--- config.mk ---
export PLATFORM = sky130hd
export DESIGN_NAME = multicycle_ctrl
export DESIGN_NICKNAME = d
export VERILOG_FILES = /design/src/rtl/multicycle_ctrl.sv
export SDC_FILE = /design/constraint.sdc
export NUM_CORES = 1
export LEC_CHECK = 0
export CORE_AREA = 2 2 50 52
export CTS_CLUSTER_SIZE = 40
export DETAILED_ROUTE_END_ITERATION = 6
export DIE_AREA = 0 0 52 54
export GPL_ROUTABILITY_DRIVEN = 1
export PLACE_DENSITY = 0.71
export SETUP_SLACK_MARGIN = 0.02
export SLEW_MARGIN = 15
export SYNTH_ARGS = -nofsm -noshare
export SYNTH_HDL_FRONTEND = slang
export SYNTH_SLANG_ARGS = --single-unit
--- constraint.sdc ---
create_clock -name clk -period 1.3 [get_ports clk]
set_input_delay 0.26 -clock clk [delete_from_list [all_inputs] [get_ports clk]]
set_output_delay 0.26 -clock clk [all_outputs]
set_load 0.05 [all_outputs]
--- src/rtl/multicycle_ctrl.sv ---
// Multi-cycle RV32I control unit: sequences FETCH/DECODE/EXECUTE/MEM/WB with variable-latency memory handshakes.
// Define MULTICYCLE_CTRL_TIMEOUT_EN to fault when a memory wait reaches MEM_WAIT_MAX cycles.
module multicycle_ctrl #(
  parameter int unsigned MEM_WAIT_MAX = 15,
  parameter int unsigned WAIT_CW      = 8
) (
  input  logic       clk,
  input  logic       rst,
  input  logic [6:0] opcode,
  input  logic [2:0] func3,
  input  logic       func7,
  output logic       imem_req,
  input  logic       imem_ready,
  output logic       dmem_req,
  output logic       dmem_we,
  input  logic       dmem_ready,
  output logic       ir_we,
  output logic       pc_we,
  output logic       reg_write,
  output logic       mem_reg,
  output logic       opB,
  output logic       branch,
  output logic [1:0] opA,
  output logic [1:0] imm_sel,
  output logic [1:0] next_sel,
  output logic [3:0] ALU_C,
  output logic [2:0] state,
  output logic       fault
);

  typedef enum logic [2:0] {
    S_FETCH   = 3'd0,
    S_DECODE  = 3'd1,
    S_EXECUTE = 3'd2,
    S_MEM     = 3'd3,
    S_WB      = 3'd4,
    S_FAULT   = 3'd5
  } state_t;

  localparam logic [6:0] OP_R      = 7'b0110011;
  localparam logic [6:0] OP_I      = 7'b0010011;
  localparam logic [6:0] OP_LOAD   = 7'b0000011;
  localparam logic [6:0] OP_STORE  = 7'b0100011;
  localparam logic [6:0] OP_BRANCH = 7'b1100011;
  localparam logic [6:0] OP_JAL    = 7'b1101111;
  localparam logic [6:0] OP_JALR   = 7'b1100111;
  localparam logic [6:0] OP_LUI    = 7'b0110111;
  localparam logic [6:0] OP_AUIPC  = 7'b0010111;

  localparam logic [3:0] ALU_ADD  = 4'b0000;
  localparam logic [3:0] ALU_SUB  = 4'b0001;
  localparam logic [3:0] ALU_AND  = 4'b0010;
  localparam logic [3:0] ALU_OR   = 4'b0011;
  localparam logic [3:0] ALU_XOR  = 4'b0100;
  localparam logic [3:0] ALU_SLL  = 4'b0101;
  localparam logic [3:0] ALU_SRL  = 4'b0110;
  localparam logic [3:0] ALU_SLT  = 4'b0111;
  localparam logic [3:0] ALU_SLTU = 4'b1000;
  localparam logic [3:0] ALU_SRA  = 4'b1001;

  // Operand A: rs1 / PC / zero.  Immediate: I / S / U / PC-relative branch-jump offset.
  localparam logic [1:0] OPA_RS1  = 2'b00;
  localparam logic [1:0] OPA_PC   = 2'b01;
  localparam logic [1:0] OPA_ZERO = 2'b10;
  localparam logic [1:0] IMM_I    = 2'b00;
  localparam logic [1:0] IMM_S    = 2'b01;
  localparam logic [1:0] IMM_U    = 2'b10;
  localparam logic [1:0] IMM_BJ   = 2'b11;
  localparam logic [1:0] NEXT_SEQ = 2'b00;
  localparam logic [1:0] NEXT_ALU = 2'b01;
  localparam logic [1:0] NEXT_JAL = 2'b10;
  localparam logic [1:0] NEXT_BR  = 2'b11;

  function automatic logic [3:0] alu_sel(input logic [2:0] f3, input logic alt_add,
                                         input logic alt_shift);
    case (f3)
      3'b000:  return alt_add ? ALU_SUB : ALU_ADD;
      3'b001:  return ALU_SLL;
      3'b010:  return ALU_SLT;
      3'b011:  return ALU_SLTU;
      3'b100:  return ALU_XOR;
      3'b101:  return alt_shift ? ALU_SRA : ALU_SRL;
      3'b110:  return ALU_OR;
      default: return ALU_AND;
    endcase
  endfunction

  state_t     r_state, w_next;
  logic       w_legal, w_opb;
  logic [1:0] w_opa, w_imm, w_next_sel;
  logic [3:0] w_alu;
  logic       w_is_load, w_is_store;
  logic       w_imem_req, w_ir_we, w_dmem_req, w_dmem_we, w_pc_we, w_reg_write;
  logic       w_mem_reg, w_branch, w_dp_en, w_timeout;

  assign w_is_load  = (opcode == OP_LOAD);
  assign w_is_store = (opcode == OP_STORE);

  // Datapath select decode; only driven onto the outputs in EXECUTE and MEM.
  always_comb begin
    // NOTE: every combinational output gets a default first so no path can infer a latch.
    w_legal = 1'b1;
    w_opa   = OPA_RS1;
    w_opb   = 1'b1;
    w_imm   = IMM_I;
    w_alu   = ALU_ADD;
    case (opcode)
      OP_R: begin
        w_opb   = 1'b0;
        w_alu   = alu_sel(func3, func7, func7);
        w_legal = !func7 || (func3 == 3'b000) || (func3 == 3'b101);
      end
      OP_I:            w_alu = alu_sel(func3, 1'b0, func7);
      OP_LOAD, OP_JALR: begin end
      OP_STORE:        w_imm = IMM_S;
      OP_BRANCH: begin
        w_opb = 1'b0;
        w_imm = IMM_BJ;
        w_alu = ALU_SUB;
      end
      OP_JAL: begin
        w_opa = OPA_PC;
        w_imm = IMM_BJ;
      end
      OP_LUI: begin
        w_opa = OPA_ZERO;
        w_imm = IMM_U;
      end
      OP_AUIPC: begin
        w_opa = OPA_PC;
        w_imm = IMM_U;
      end
      default:         w_legal = 1'b0;
    endcase
  end

`ifdef MULTICYCLE_CTRL_TIMEOUT_EN
  logic [WAIT_CW-1:0] r_wait;
  logic               w_waiting;

  assign w_waiting = ((r_state == S_FETCH) && !imem_ready) ||
                     ((r_state == S_MEM) && !dmem_ready);
  assign w_timeout = w_waiting && (r_wait == WAIT_CW'(MEM_WAIT_MAX));

  // Restart the count on every entry into a waiting state; saturate rather than wrap.
  always_ff @(posedge clk) begin
    if (rst) begin
      r_wait <= '0;
    end else if ((w_next != r_state) && ((w_next == S_FETCH) || (w_next == S_MEM))) begin
      r_wait <= '0;
    end else if (w_waiting && (r_wait != {WAIT_CW{1'b1}})) begin
      r_wait <= r_wait + 1'b1;
    end
  end
`else
  assign w_timeout = 1'b0;
`endif

  always_comb begin
    w_next      = r_state;
    w_imem_req  = 1'b0;
    w_ir_we     = 1'b0;
    w_dmem_req  = 1'b0;
    w_dmem_we   = 1'b0;
    w_pc_we     = 1'b0;
    w_reg_write = 1'b0;
    w_mem_reg   = 1'b0;
    w_branch    = 1'b0;
    w_dp_en     = 1'b0;
    w_next_sel  = NEXT_SEQ;
    case (r_state)
      S_FETCH: begin
        w_imem_req = 1'b1;
        if (imem_ready) begin
          w_ir_we = 1'b1;
          w_next  = S_DECODE;
        end else if (w_timeout) begin
          w_next = S_FAULT;
        end
      end
      S_DECODE: w_next = w_legal ? S_EXECUTE : S_FAULT;
      S_EXECUTE: begin
        w_dp_en = 1'b1;
        case (opcode)
          OP_LOAD, OP_STORE: w_next = S_MEM;
          OP_BRANCH: begin
            w_branch   = 1'b1;
            w_pc_we    = 1'b1;
            w_next_sel = NEXT_BR;
            w_next     = S_FETCH;
          end
          OP_JAL: begin
            w_reg_write = 1'b1;
            w_pc_we     = 1'b1;
            w_next_sel  = NEXT_JAL;
            w_next      = S_FETCH;
          end
          OP_JALR: begin
            w_reg_write = 1'b1;
            w_pc_we     = 1'b1;
            w_next_sel  = NEXT_ALU;
            w_next      = S_FETCH;
          end
          default: w_next = S_WB;
        endcase
      end
      S_MEM: begin
        w_dp_en    = 1'b1;
        w_dmem_req = 1'b1;
        w_dmem_we  = w_is_store;
        if (dmem_ready) begin
          w_pc_we = w_is_store;
          w_next  = w_is_store ? S_FETCH : S_WB;
        end else if (w_timeout) begin
          w_next = S_FAULT;
        end
      end
      S_WB: begin
        w_reg_write = 1'b1;
        w_pc_we     = 1'b1;
        w_mem_reg   = w_is_load;
        w_next      = S_FETCH;
      end
      default: w_next = S_FAULT;
    endcase
  end

  always_ff @(posedge clk) begin
    // NOTE: state registers use non-blocking assignments so every flop samples pre-edge values.
    if (rst) r_state <= S_FETCH;
    else     r_state <= w_next;
  end

  // Reset gates every output combinationally so nothing escapes during the reset cycles.
  assign imem_req  = w_imem_req  & ~rst;
  assign ir_we     = w_ir_we     & ~rst;
  assign dmem_req  = w_dmem_req  & ~rst;
  assign dmem_we   = w_dmem_we   & ~rst;
  assign pc_we     = w_pc_we     & ~rst;
  assign reg_write = w_reg_write & ~rst;
  assign mem_reg   = w_mem_reg   & ~rst;
  assign branch    = w_branch    & ~rst;
  assign opB       = w_opb & w_dp_en & ~rst;
  assign opA       = (w_dp_en && !rst) ? w_opa : 2'b00;
  assign imm_sel   = (w_dp_en && !rst) ? w_imm : 2'b00;
  assign ALU_C     = (w_dp_en && !rst) ? w_alu : 4'b0000;
  assign next_sel  = rst ? 2'b00 : w_next_sel;
  assign state     = rst ? 3'd0 : r_state;
  assign fault     = (r_state == S_FAULT) && !rst;

endmodule

==> impl_summary.txt, run 1 <==
----------------------------------------------------
[Yosys]
  Part of the Yosys area used for sequential elements ... 7.47%
  Post-Synth XOR/XNOR Area ... 2.18%
  Leading cell type by number of instances after synthesis ... sky130_fd_sc_hd__nor2_1
  Count of synthesis-stage warnings from yosys ... 0
  Net count of the mapped netlist ... 127
  Leading cell types by count after synthesis ... sky130_fd_sc_hd__nor2_1, sky130_fd_sc_hd__nand2_1, sky130_fd_sc_hd__nor3_1
  Share of synthesized flip-flops with an asynchronous set or reset ... 0%
  Fraction of synthesized cell area taken by the top area cell type ... 7.47%
  Number of flops mapped to enable cells by yosys ... 0
  Most area-consuming cells after synthesis ... sky130_fd_sc_hd__dfxtp_1, sky130_fd_sc_hd__buf_6, sky130_fd_sc_hd__nor3_1, sky130_fd_sc_hd__nor2_1, sky130_fd_sc_hd__nand2_1
  Synthesized cell area ... 805 sq um
  Post-Synthesis Cells ... 112
  Library cells used by synthesis ... 48
  Share of the synthesized area in compound gates (AO/OA/AOI/OAI) ... 26.7%
  Cell type with the largest total area after synthesis ... sky130_fd_sc_hd__dfxtp_1
  Number of synthesized register bits ... 3
  Basic-gate share of the synthesized area counting and, or, nand and nor cells ... 48.7%
  Synth Area in Adders ... 0%
  Avg Inst Size Synth ... 7.18 sq um
  Most common flop cell mapped by yosys ... sky130_fd_sc_hd__dfxtp_1
  Multiplexer share of the synthesized area ... 1.24%
  Main combinational cell family by area after synthesis ... simple AND/OR/NAND/NOR gates

[Global routing]
  Maximum number of pins on one net before global-route repair ... 9

[CTS]
  CTS H-tree lvls ... 1
  Buffer cell driving the clock tree root ... sky130_fd_sc_hd__clkbuf_4
  Maximum number of buffers from clock root to sink ... 2
  Clock sink count ... 3
  Number of buffers created by CTS ... 3

[Placed design]
  Count of port buffers added during placement ... 37
  Half-perimeter wire length of the detailed placement result ... 3350 um
  Worst slack at placement ... -0.871 ns
  Post-Place Cells ... 221
  Final GP Congestion ... 0.905

[Outcome]
  Exit stage ... global routing
  First reported error ... [ERROR DPL-0038] Utilization greater than 100%, impossible to legalize
  Outcome ... stopped before the end

[Floorplan]
  Die outline width ... 52 um
  Number of I/O pins ... 38
  Effective utilization at floorplan ... 34.7%
  Row Count ... 18
  Die Height ... 54 um

[STA]
  Endpoint pin with the least setup slack after global-route repair ... pc_we
  Worst endpoint type ... primary output

----------------------------------------------------
## metrics by stage
step                      area (sq um)  util, %
after detailed placement          2020     87.0
after global placement            2020     87.0
after CTS                         2260     97.2
after floorplan                   1080        -
## cells by family after synthesis
| group | count (synthesis) |
|---|---|
| muxes | 1 |
| buffers and inverters | 15 |
| AOI/OAI and AO/OA | 27 |
| DFF | 3 |
| and+or+nand+nor | 64 |
| xor gates and xnor gates | 2 |
## repair_timing
action	in CTS
buffers inserted	11
gates resized for setup	73
pin swaps	22
hold buffers	0
setup endpoints to repair	26
==> run 2: changes to the inputs <==
- CORE_AREA: 2 2 50 52 -> 2 2 63 65
- CTS_CLUSTER_SIZE: 40 -> not set
- DIE_AREA: 0 0 52 54 -> 0 0 65 67
- PLACE_DENSITY: 0.71 -> not set
- PLACE_DENSITY_LB_ADDON: not set -> 0.15
- SETUP_SLACK_MARGIN: 0.02 -> not set
- clock period: 1.3 -> 1.69 ns (I/O delays scaled with it)
==> impl_summary.txt, run 2 <==
----------------------------------------------------
[STA]
  Unrepaired setup endpoints after global routing ... true
  Final critical delay including setup and external delays ... 1.81 ns
  Setup skew after layout ... 0.00456 ns
  Hold_ws ... 0.611 ns
  Slew headroom ... 79.2%
  Final worst-path setup slack ... -0.122 ns
  Final slew viol count ... 0
  Final setup violating endpoints ... 13
  Fin. Hold Viols ... 0
  Slew of the pin with the lowest slew margin ... 0.308 ns
  Setup tns final ... -0.666 ns
  Final clock period utilization by the worst path ... 107%
  Maximum frequency from static timing analysis ... 552 MHz

[Final layout]
  Growth of design area from synthesis to finish ... 166%
  Top register by number of flip-flops ... r_state
  Utilization of the core after routing ... 59.4%
  Most used cells in the layout excluding fill and tap cells ... sky130_fd_sc_hd__buf_4, sky130_fd_sc_hd__buf_12, sky130_fd_sc_hd__nand2_1
  Number of flip-flops in the largest register ... 3
  Ratio of cells with drive above 1 in the final layout ... 68.4%
  Total non-filler cell area in the finished layout ... 0.00214 sq mm
  Leading cell type in the layout, fill and taps excluded ... sky130_fd_sc_hd__buf_4
  Nets ... 212
  Diode count ... 0
  Registers with the highest flip-flop counts ... r_state x3

[Setup path]
  Category of the most critical setup path ... flop to primary output
  Longest individual stage delay on the worst path ... 0.33 ns
  Worst path required time ... 1.35 ns
  Worst path depth ... 6
  R2R cell count ... 6
  Top fanout value on the critical path ... 5
  Worst-path cell with the longest stage delay ... sky130_fd_sc_hd__dfxtp_2
  Timing endpoint of the critical path ... pc_we
  Sum of buffers and inverters on the critical path ... 2
  Worst R2R End ... r_state[2]$_SDFFE_PP0P_
  Start of the worst register-to-register path ... r_state[2]$_SDFFE_PP0P_
  Worst setup path startpoint ... r_state[2]$_SDFFE_PP0P_
  Data arrival time of the critical path ... 1.47 ns
  Family with the most delay on the worst path ... simple AND/OR/NAND/NOR gates
  Crit. End Element ... primary output
  CP Cell Sequence ... nor2_4 -> and2_4 -> nand3b_1 -> buf_6 -> o32ai_4 -> buf_12
  Startpoint type of the worst setup path ... flop
  Register-to-register path setup slack ... 0.32 ns

[Global routing]
  Antenna violations before repair ... 0
  Gr ovfl total ... 0
  GR Util met1 ... 20.7%
  Global routing met2 resource utilization ... 31.1%
  Global-route wire length before repair ... 5840 um
  GRT Overall Usage ... 16.5%
  Maximum number of pins on one net before global-route repair ... 12
  Via count of the first global-routing pass ... 1,307
  Grt met3 use ... 1.18%
  Most utilized layer in the global route result ... met2

[CTS]
  CTS H-tree lvls ... 1
  CTS hold repair buffers ... 0
  Number of buffers created by CTS ... 3
  Maximum number of buffers from clock root to sink ... 2
  CTS tree ... built
  Clock sink count ... 3
  Buffer cell driving the clock tree root ... sky130_fd_sc_hd__clkbuf_8
  Insertion delay to the later sink of the worst-skew pair ... 0.21 ns
  Clock transition at the register clock pins on the worst setup and hold paths after CTS ... 0.03 ns

[Floorplan]
  Number of I/O pins ... 38
  Die outline width ... 65 um
  Area enclosed by the die boundary ... 0.00436 sq mm
  Die Height ... 67 um
  Row Count ... 22
  Effective utilization at floorplan ... 22.3%
  Placeable Area ... 0.00361 sq mm

[Yosys]
  Most area-consuming cells after synthesis ... sky130_fd_sc_hd__dfxtp_1, sky130_fd_sc_hd__buf_6, sky130_fd_sc_hd__nor3_1, sky130_fd_sc_hd__nor2_1, sky130_fd_sc_hd__nand2_1
  Post-Synthesis Cells ... 112
  Net count of the mapped netlist ... 127
  Share of synthesized flip-flops with an asynchronous set or reset ... 0%
  Number of flops mapped to enable cells by yosys ... 0
  Synthesized cell area ... 805 sq um
  Library cells used by synthesis ... 48
  Leading cell type by number of instances after synthesis ... sky130_fd_sc_hd__nor2_1
  Part of the Yosys area used for sequential elements ... 7.47%
  Leading cell types by count after synthesis ... sky130_fd_sc_hd__nor2_1, sky130_fd_sc_hd__nand2_1, sky130_fd_sc_hd__nor3_1
  Most common flop cell mapped by yosys ... sky130_fd_sc_hd__dfxtp_1
  Number of synthesized register bits ... 3
  Cell type with the largest total area after synthesis ... sky130_fd_sc_hd__dfxtp_1
  Fraction of synthesized cell area taken by the top area cell type ... 7.47%
  Count of synthesis-stage warnings from yosys ... 0
  Avg Inst Size Synth ... 7.18 sq um

[Routing]
  Total number of vias ... 1,204
  Average vias per placed instance ... 4.93
  Number of routed nets with antenna violations ... 0
  First-pass iteration count of the detailed router ... 4
  Total Wirelength ... 3440 um
  Total DRC errors in the routed layout ... 0
  Avg WL per Cell ... 14.1 um
  Initial drt markers ... 52

[Pwr]
  VDD IR max ... 204 uV
  Power density over the cells ... 330 mW/mm^2
  Static leakage ... 0.923 nW

[Placed design]
  Count of port buffers added during placement ... 37
  Final GP Congestion ... 0.813
  Half-perimeter wire length of the detailed placement result ... 2670 um
  Post-detailed-placement cell area ... 0.00194 sq mm
  Worst slack at placement ... -0.626 ns

[Flow run]
  Maximum Capacitance Violations ... 0

[Hold path]
  Cell depth of the worst min-delay path ... 3
  Source of the worst hold timing path ... rst
  Hold crit path type ... primary input to flop

[Outcome]
  Violations in the final reports ... setup timing
  Outcome ... finished with violations

----------------------------------------------------
[run 2: kinds of logic after synthesis]
| group | share of synthesized area [%] |
|---|---|
| AOI/OAI and AO/OA | 26.8 |
| xor gates and xnor gates | 2.18 |
| buffers and inverters | 13.7 |
| DFF | 7.47 |
| muxes | 1.24 |
| and+or+nand+nor | 48.7 |
[run 2: worst min path at each step]
stage / endpoint
finish: r_state[2]$_SDFFE_PP0P_
global route: r_state[2]$_SDFFE_PP0P_
CTS: r_state[2]$_SDFFE_PP0P_
detailed placement: r_state[2]$_SDFFE_PP0P_
global placement: r_state[2]$_SDFFE_PP0P_
floorplan: r_state[2]$_SDFFE_PP0P_
[run 2: where the power goes]
part           total (mW)  internal (mW)  leakage (nW)  switching, mW
logic               0.414          0.211         0.874          0.203
registers          0.0873         0.0761        0.0264         0.0112
clock network       0.206          0.161        0.0228         0.0455
total               0.708          0.448         0.923          0.260
[run 2: per-layer routing]
metal	routed length, um	part of all wire (%)	vias up
met5	0	0	-
li1	-	-	582
met2	1790	52	38
met3	151	4.4	4
met4	45	1.3	0
met1	1450	42	580
[run 2: per-stage QoR]
step                std cells  power (mW)
floorplan                 112       0.295
global placement          234       0.459
detailed placement        234       0.464
CTS                       244       0.703
global route              244       0.742
finish                    244       0.708
[run 2: what timing repair did]
action | CTS | global route
pin swaps | 22 | 12
resized for setup | 68 | 12
setup buffers | 6 | 2
setup endpoints to repair | 26 | 17
[run 2: cell type report]
class                           count  area [sq um]
Fill cell                         314          1460
Tap cell                           48          60.1
Inverter                            5          18.8
Sequential cell                     3          68.8
Clock buffer                        4          45.0
Multi-Input combinational cell     94           917
Timing Repair Buffer               90          1030
[run 2: worst min-delay path, cell delays in order]
cell                              delay [ns]
sky130_fd_sc_hd__clkdlybuf4s15_2        0.21
sky130_fd_sc_hd__buf_4                  0.18
sky130_fd_sc_hd__a311oi_2               0.05
Power figures use the tool's default switching activity.
==> run 3: changes to the inputs <==
==> constraint.sdc (replaced) <==
create_clock -name clk -period 1.69 [get_ports clk]
set_input_delay 0.2535 -clock clk [delete_from_list [all_inputs] [get_ports clk]]
set_output_delay 0.2535 -clock clk [all_outputs]
set_load 0.05 [all_outputs]
==> impl_summary.txt, run 3 (synthesis results as in run 2) <==
----------------------------------------------------
[Global routing]
  Global-route wire length before repair ... 5100 um
  Antenna violations before repair ... 0
  GRT Overall Usage ... 14.8%
  Gr ovfl total ... 0
  Via count of the first global-routing pass ... 1,119
  Maximum number of pins on one net before global-route repair ... 14

[Pwr]
  Static leakage ... 0.809 nW
  VDD IR max ... 283 uV
  Power density over the cells ... 337 mW/mm^2

[CTS]
  Buffer cell driving the clock tree root ... sky130_fd_sc_hd__clkbuf_8
  Maximum number of buffers from clock root to sink ... 2
  Number of buffers created by CTS ... 3
  CTS H-tree lvls ... 1
  Clock sink count ... 3
  Clock transition at the register clock pins on the worst setup and hold paths after CTS ... 0.03 ns
  Insertion delay to the later sink of the worst-skew pair ... 0.21 ns
  CTS tree ... built

[STA]
  Slew of the pin with the lowest slew margin ... 0.311 ns
  Final worst-path setup slack ... -0.0357 ns
  Final slew viol count ... 0
  Unrepaired setup endpoints after global routing ... true
  Setup tns final ... -0.0357 ns
  Final clock period utilization by the worst path ... 102%
  Maximum frequency from static timing analysis ... 579 MHz
  Final critical delay including setup and external delays ... 1.73 ns
  Final setup violating endpoints ... 1
  Slew headroom ... 79.1%
  Fin. Hold Viols ... 0
  Setup skew after layout ... 0.00308 ns

[Setup path]
  Crit. End Element ... primary output
  Family with the most delay on the worst path ... buffers and inverters
  Sum of buffers and inverters on the critical path ... 3
  Longest individual stage delay on the worst path ... 0.25 ns
  Data arrival time of the critical path ... 1.47 ns
  Top fanout value on the critical path ... 3
  Category of the most critical setup path ... primary input to primary output
  Worst path required time ... 1.44 ns
  Startpoint type of the worst setup path ... primary input
  CP Cell Sequence ... clkdlybuf4s15_1 -> nor2_2 -> and2_4 -> buf_6 -> nand4_1 -> a211oi_2 -> clkbuf_16
  Worst-path cell with the longest stage delay ... sky130_fd_sc_hd__a211oi_2

[Floorplan]
  Placeable Area ... 0.00361 sq mm
  Area enclosed by the die boundary ... 0.00436 sq mm
  Number of I/O pins ... 38
  Row Count ... 22
  Effective utilization at floorplan ... 22.3%
  Die outline width ... 65 um
  Die Height ... 67 um

[Routing]
  Avg WL per Cell ... 13.8 um
  Total number of vias ... 1,115
  Initial drt markers ... 34
  Total DRC errors in the routed layout ... 0
  Average vias per placed instance ... 4.83
  Total Wirelength ... 3190 um
  Number of routed nets with antenna violations ... 0
  First-pass iteration count of the detailed router ... 4

[Final layout]
  Nets ... 199
  Number of flip-flops in the largest register ... 3
  Leading cell type in the layout, fill and taps excluded ... sky130_fd_sc_hd__buf_4
  Registers with the highest flip-flop counts ... r_state x3
  Count of fill cells added during filler insertion ... 347
  Ratio of cells with drive above 1 in the final layout ... 58.5%
  Total area of multi-input combinational cells ... 806 sq um
  Growth of design area from synthesis to finish ... 137%
  Sequential cell area ... 63.8 sq um
  Utilization of the core after routing ... 52.8%
  Top register by number of flip-flops ... r_state
  Most used cells in the layout excluding fill and tap cells ... sky130_fd_sc_hd__buf_4, sky130_fd_sc_hd__buf_12, sky130_fd_sc_hd__nand2_1
  Diode count ... 0

[Placed design]
  Count of port buffers added during placement ... 37
  Worst slack at placement ... -0.471 ns
  Half-perimeter wire length of the detailed placement result ... 2560 um
  Final GP Congestion ... 0.856

[Flow run]
  Maximum Capacitance Violations ... 0

[Hold path]
  Hold crit path type ... primary input to flop

[Outcome]
  Violations in the final reports ... setup timing
  Outcome ... finished with violations

----------------------------------------------------
-- run 3: changes by cell type in the layout (fill, tap and decap cells not counted), sizes merged --
cell,before,now
buf,83,65
clkbuf,5,6
clkdlybuf4s15,2,4
clkdlybuf4s50,1,3
-- run 3: worst reg2reg max path: cells and delay by family, from the launching register on --
family | cells | cell delay, ns
simple gates | 2 | 0.25
buf+inv | 1 | 0.20
flops | 1 | 0.45
compound gates | 2 | 0.40
-- run 3: per-layer routing --
| metal | global-route usage [%] | share of wire [%] |
|---|---|---|
| met1 | 19.0 | 44 |
| met3 | 1.01 | 3.0 |
| met2 | 26.7 | 53 |
| met5 | 0 | 0 |
| met4 | 3.72 | 0 |
-- run 3: report_power, final --
group	switching [mW]	total (mW)	internal, mW
logic	0.180	0.353	0.172
clock network	0.0403	0.201	0.160
registers	0.0108	0.0886	0.0778
-- run 3: cell type report --
| type | instances | area share, % |
|---|---|---|
| Tap cell | 48 | 3.16 |
| Timing Repair Buffer | 77 | 47.7 |
| Sequential cell | 3 | 3.35 |
| Clock buffer | 4 | 2.37 |
| Inverter | 5 | 1.12 |
| Multi-Input combinational cell | 94 | 42.3 |
-- run 3: metrics by stage --
stage	area, sq um	power, mW	std cells	hold slack, ns
2_1_floorplan	922	0.273	112	0.321
3_3_place_gp	1770	0.426	223	0.667
3_5_place_dp	1770	0.428	223	0.674
4_1_cts	1860	0.639	229	0.569
5_1_grt	1900	0.681	231	0.571
6_report	1900	0.642	231	0.574
-- run 3: path summary, 6_finish.rpt --
| kind | startpoint | to | slack (ns) | cells past startpoint |
|---|---|---|---|---|
| worst max-delay path | rst | ALU_C[2] | -0.04 | 7 |
| worst min-delay path | rst | r_state[2]$_SDFFE_PP0P_ | 0.57 | 3 |
| worst max register to register | r_state[0]$_SDFFE_PP0P_ | r_state[2]$_SDFFE_PP0P_ | 0.30 | 5 |
| worst min register to register | r_state[0]$_SDFFE_PP0P_ | r_state[2]$_SDFFE_PP0P_ | 0.65 | 2 |
-- run 3: what timing repair did --
item	in CTS	in global routing
hold buffers	0	0
resized for setup	40	9
setup buffers	2	2
endpoints found under the setup margin	22	13
hold endpoints to repair	0	0
gates cloned	0	0
pin swaps	6	9
==> run 4: changes to the inputs <==
- CORE_AREA: 2 2 63 65 -> 3 3 64 66
- DIE_AREA: 0 0 65 67 -> 0 0 67 69
- PLACE_DENSITY_LB_ADDON: 0.15 -> not set
==> impl_summary.txt, run 4 (synthesis results as in run 2) <==
----------------------------------------------------
[CTS]
  Maximum number of buffers from clock root to sink ... 2
  CTS tree ... built
  Insertion delay to the later sink of the worst-skew pair ... 0.21 ns
  Buffer cell driving the clock tree root ... sky130_fd_sc_hd__clkbuf_8
  CTS H-tree lvls ... 1
  Clock sink count ... 3
  Number of buffers created by CTS ... 3
  Clock transition at the register clock pins on the worst setup and hold paths after CTS ... 0.03 ns

[Setup path]
  Category of the most critical setup path ... flop to primary output
  Worst path depth ... 6
  Data arrival time of the critical path ... 1.48 ns
  Sum of buffers and inverters on the critical path ... 2
  R2R cell count ... 5
  Longest individual stage delay on the worst path ... 0.33 ns
  Crit. End Element ... primary output
  Family with the most delay on the worst path ... simple AND/OR/NAND/NOR gates
  Worst-path cell with the longest stage delay ... sky130_fd_sc_hd__dfxtp_2
  CP Cell Sequence ... nor2_4 -> and2_4 -> buf_6 -> nand4_1 -> a211oi_2 -> clkbuf_16
  Startpoint type of the worst setup path ... flop
  Worst path required time ... 1.44 ns
  Top fanout value on the critical path ... 3

[Floorplan]
  Die outline width ... 67 um
  Row Count ... 22
  Area enclosed by the die boundary ... 0.00462 sq mm
  Die Height ... 69 um
  Number of I/O pins ... 38
  Placeable Area ... 0.00363 sq mm
  Effective utilization at floorplan ... 22.1%

[Outcome]
  Violations in the final reports ... setup timing
  Outcome ... finished with violations

[Routing]
  Average vias per placed instance ... 4.90
  First-pass iteration count of the detailed router ... 4
  Total DRC errors in the routed layout ... 0
  Initial drt markers ... 71
  Avg WL per Cell ... 14.1 um
  Total Wirelength ... 3250 um
  Total number of vias ... 1,128
  Number of routed nets with antenna violations ... 0

[Final layout]
  Ratio of cells with drive above 1 in the final layout ... 61.5%
  Growth of design area from synthesis to finish ... 137%
  Nets ... 198
  Registers with the highest flip-flop counts ... r_state x3
  Number of flip-flops in the largest register ... 3
  Most used cells in the layout excluding fill and tap cells ... sky130_fd_sc_hd__buf_4, sky130_fd_sc_hd__buf_12, sky130_fd_sc_hd__nand2_1
  Diode count ... 0
  Top register by number of flip-flops ... r_state
  Leading cell type in the layout, fill and taps excluded ... sky130_fd_sc_hd__buf_4
  Total non-filler cell area in the finished layout ... 0.00191 sq mm
  Number of standard cells in the final layout excluding fillers ... 230

[STA]
  Hold_ws ... 0.570 ns
  Final critical delay including setup and external delays ... 1.74 ns
  Final slew viol count ... 0
  Final worst-path setup slack ... -0.0484 ns
  Unrepaired setup endpoints after global routing ... true
  Slew of the pin with the lowest slew margin ... 0.291 ns
  Setup skew after layout ... 0.0000812 ns
  Maximum frequency from static timing analysis ... 575 MHz
  Fin. Hold Viols ... 0
  Final clock period utilization by the worst path ... 103%
  Slew headroom ... 80.6%
  Final setup violating endpoints ... 2

[Global routing]
  Maximum number of pins on one net before global-route repair ... 10
  Via count of the first global-routing pass ... 1,222
  Gr ovfl total ... 0
  Global-route wire length before repair ... 5610 um
  Antenna violations before repair ... 0
  GRT Overall Usage ... 15.0%

[Pwr]
  Static leakage ... 0.796 nW
  VDD IR max ... 369 uV
  Power density over the cells ... 341 mW/mm^2

[Placed design]
  Final GP Congestion ... 0.875
  Half-perimeter wire length of the detailed placement result ... 2660 um
  Count of port buffers added during placement ... 37
  Post-detailed-placement cell area ... 0.00175 sq mm
  Post-Place Cells ... 222

[Flow run]
  Maximum Capacitance Violations ... 0

[Hold path]
  Hold crit path type ... primary input to flop
  Cell depth of the worst min-delay path ... 3

----------------------------------------------------
run 4: cell types whose count changed in the layout (fill, tap and decap cells not counted), sizes merged:
cell           before  now
buf                65   66
clkbuf              6    5
dlymetal6s2s        0    1
clkdlybuf4s50       3    1
dlygate4sd2         3    4
clkdlybuf4s15       4    3
run 4: layout make-up:
cell class	count	area, sq um
Fill cell	345	1730
Timing Repair Buffer	76	893
Multi-Input combinational cell	94	826
Sequential cell	3	62.6
Tap cell	48	60.1
Clock buffer	4	45.0
Inverter	5	21.3
run 4: path summary, 6_finish.rpt:
kind / from / end / slack [ns]
min: rst / r_state[2]$_SDFFE_PP0P_ / 0.57
min reg2reg: r_state[0]$_SDFFE_PP0P_ / r_state[2]$_SDFFE_PP0P_ / 0.65
max: r_state[2]$_SDFFE_PP0P_ / ALU_C[2] / -0.05
max reg2reg: r_state[0]$_SDFFE_PP0P_ / r_state[2]$_SDFFE_PP0P_ / 0.36
run 4: worst min-delay path: stages:
cell,delay [ns]
sky130_fd_sc_hd__clkdlybuf4s15_1,0.23
sky130_fd_sc_hd__buf_4,0.20
sky130_fd_sc_hd__a311oi_2,0.05
run 4: metal layers:
metal	up-vias	GRT usage [%]	share of wire [%]
met5	-	0	0
li1	560	-	-
met4	0	4.95	1.2
met2	32	25.4	52
met1	532	19.2	44
met3	4	1.63	3.4
run 4: power by group:
| group | leakage, nW | switching [mW] | internal [mW] | total, mW |
|---|---|---|---|---|
| clock | 0.0228 | 0.0447 | 0.161 | 0.205 |
| sequential | 0.0253 | 0.0101 | 0.0778 | 0.0879 |
| combinational | 0.748 | 0.186 | 0.171 | 0.357 |
| total | 0.796 | 0.240 | 0.410 | 0.650 |
run 4: metrics by stage:
step / utilization, % / power (mW) / worst slack, ns / TNS, ns
finish: 52.5 / 0.650 / -0.0484 / -0.0926
detailed placement: 48.3 / 0.423 / -0.447 / -5.21
global placement: 48.3 / 0.417 / -0.463 / -5.09
global route: 52.5 / 0.691 / -0.138 / -0.407
CTS: 51.4 / 0.648 / -0.123 / -0.219
floorplan: - / 0.273 / -0.244 / -1.12
run 4: what timing repair did:
action	in CTS	in global routing
endpoints found under the setup margin	21	14
buffers inserted	1	3
resized for setup	38	21
hold buffers	0	0
endpoints found under the hold margin	0	0
pin swaps	11	11
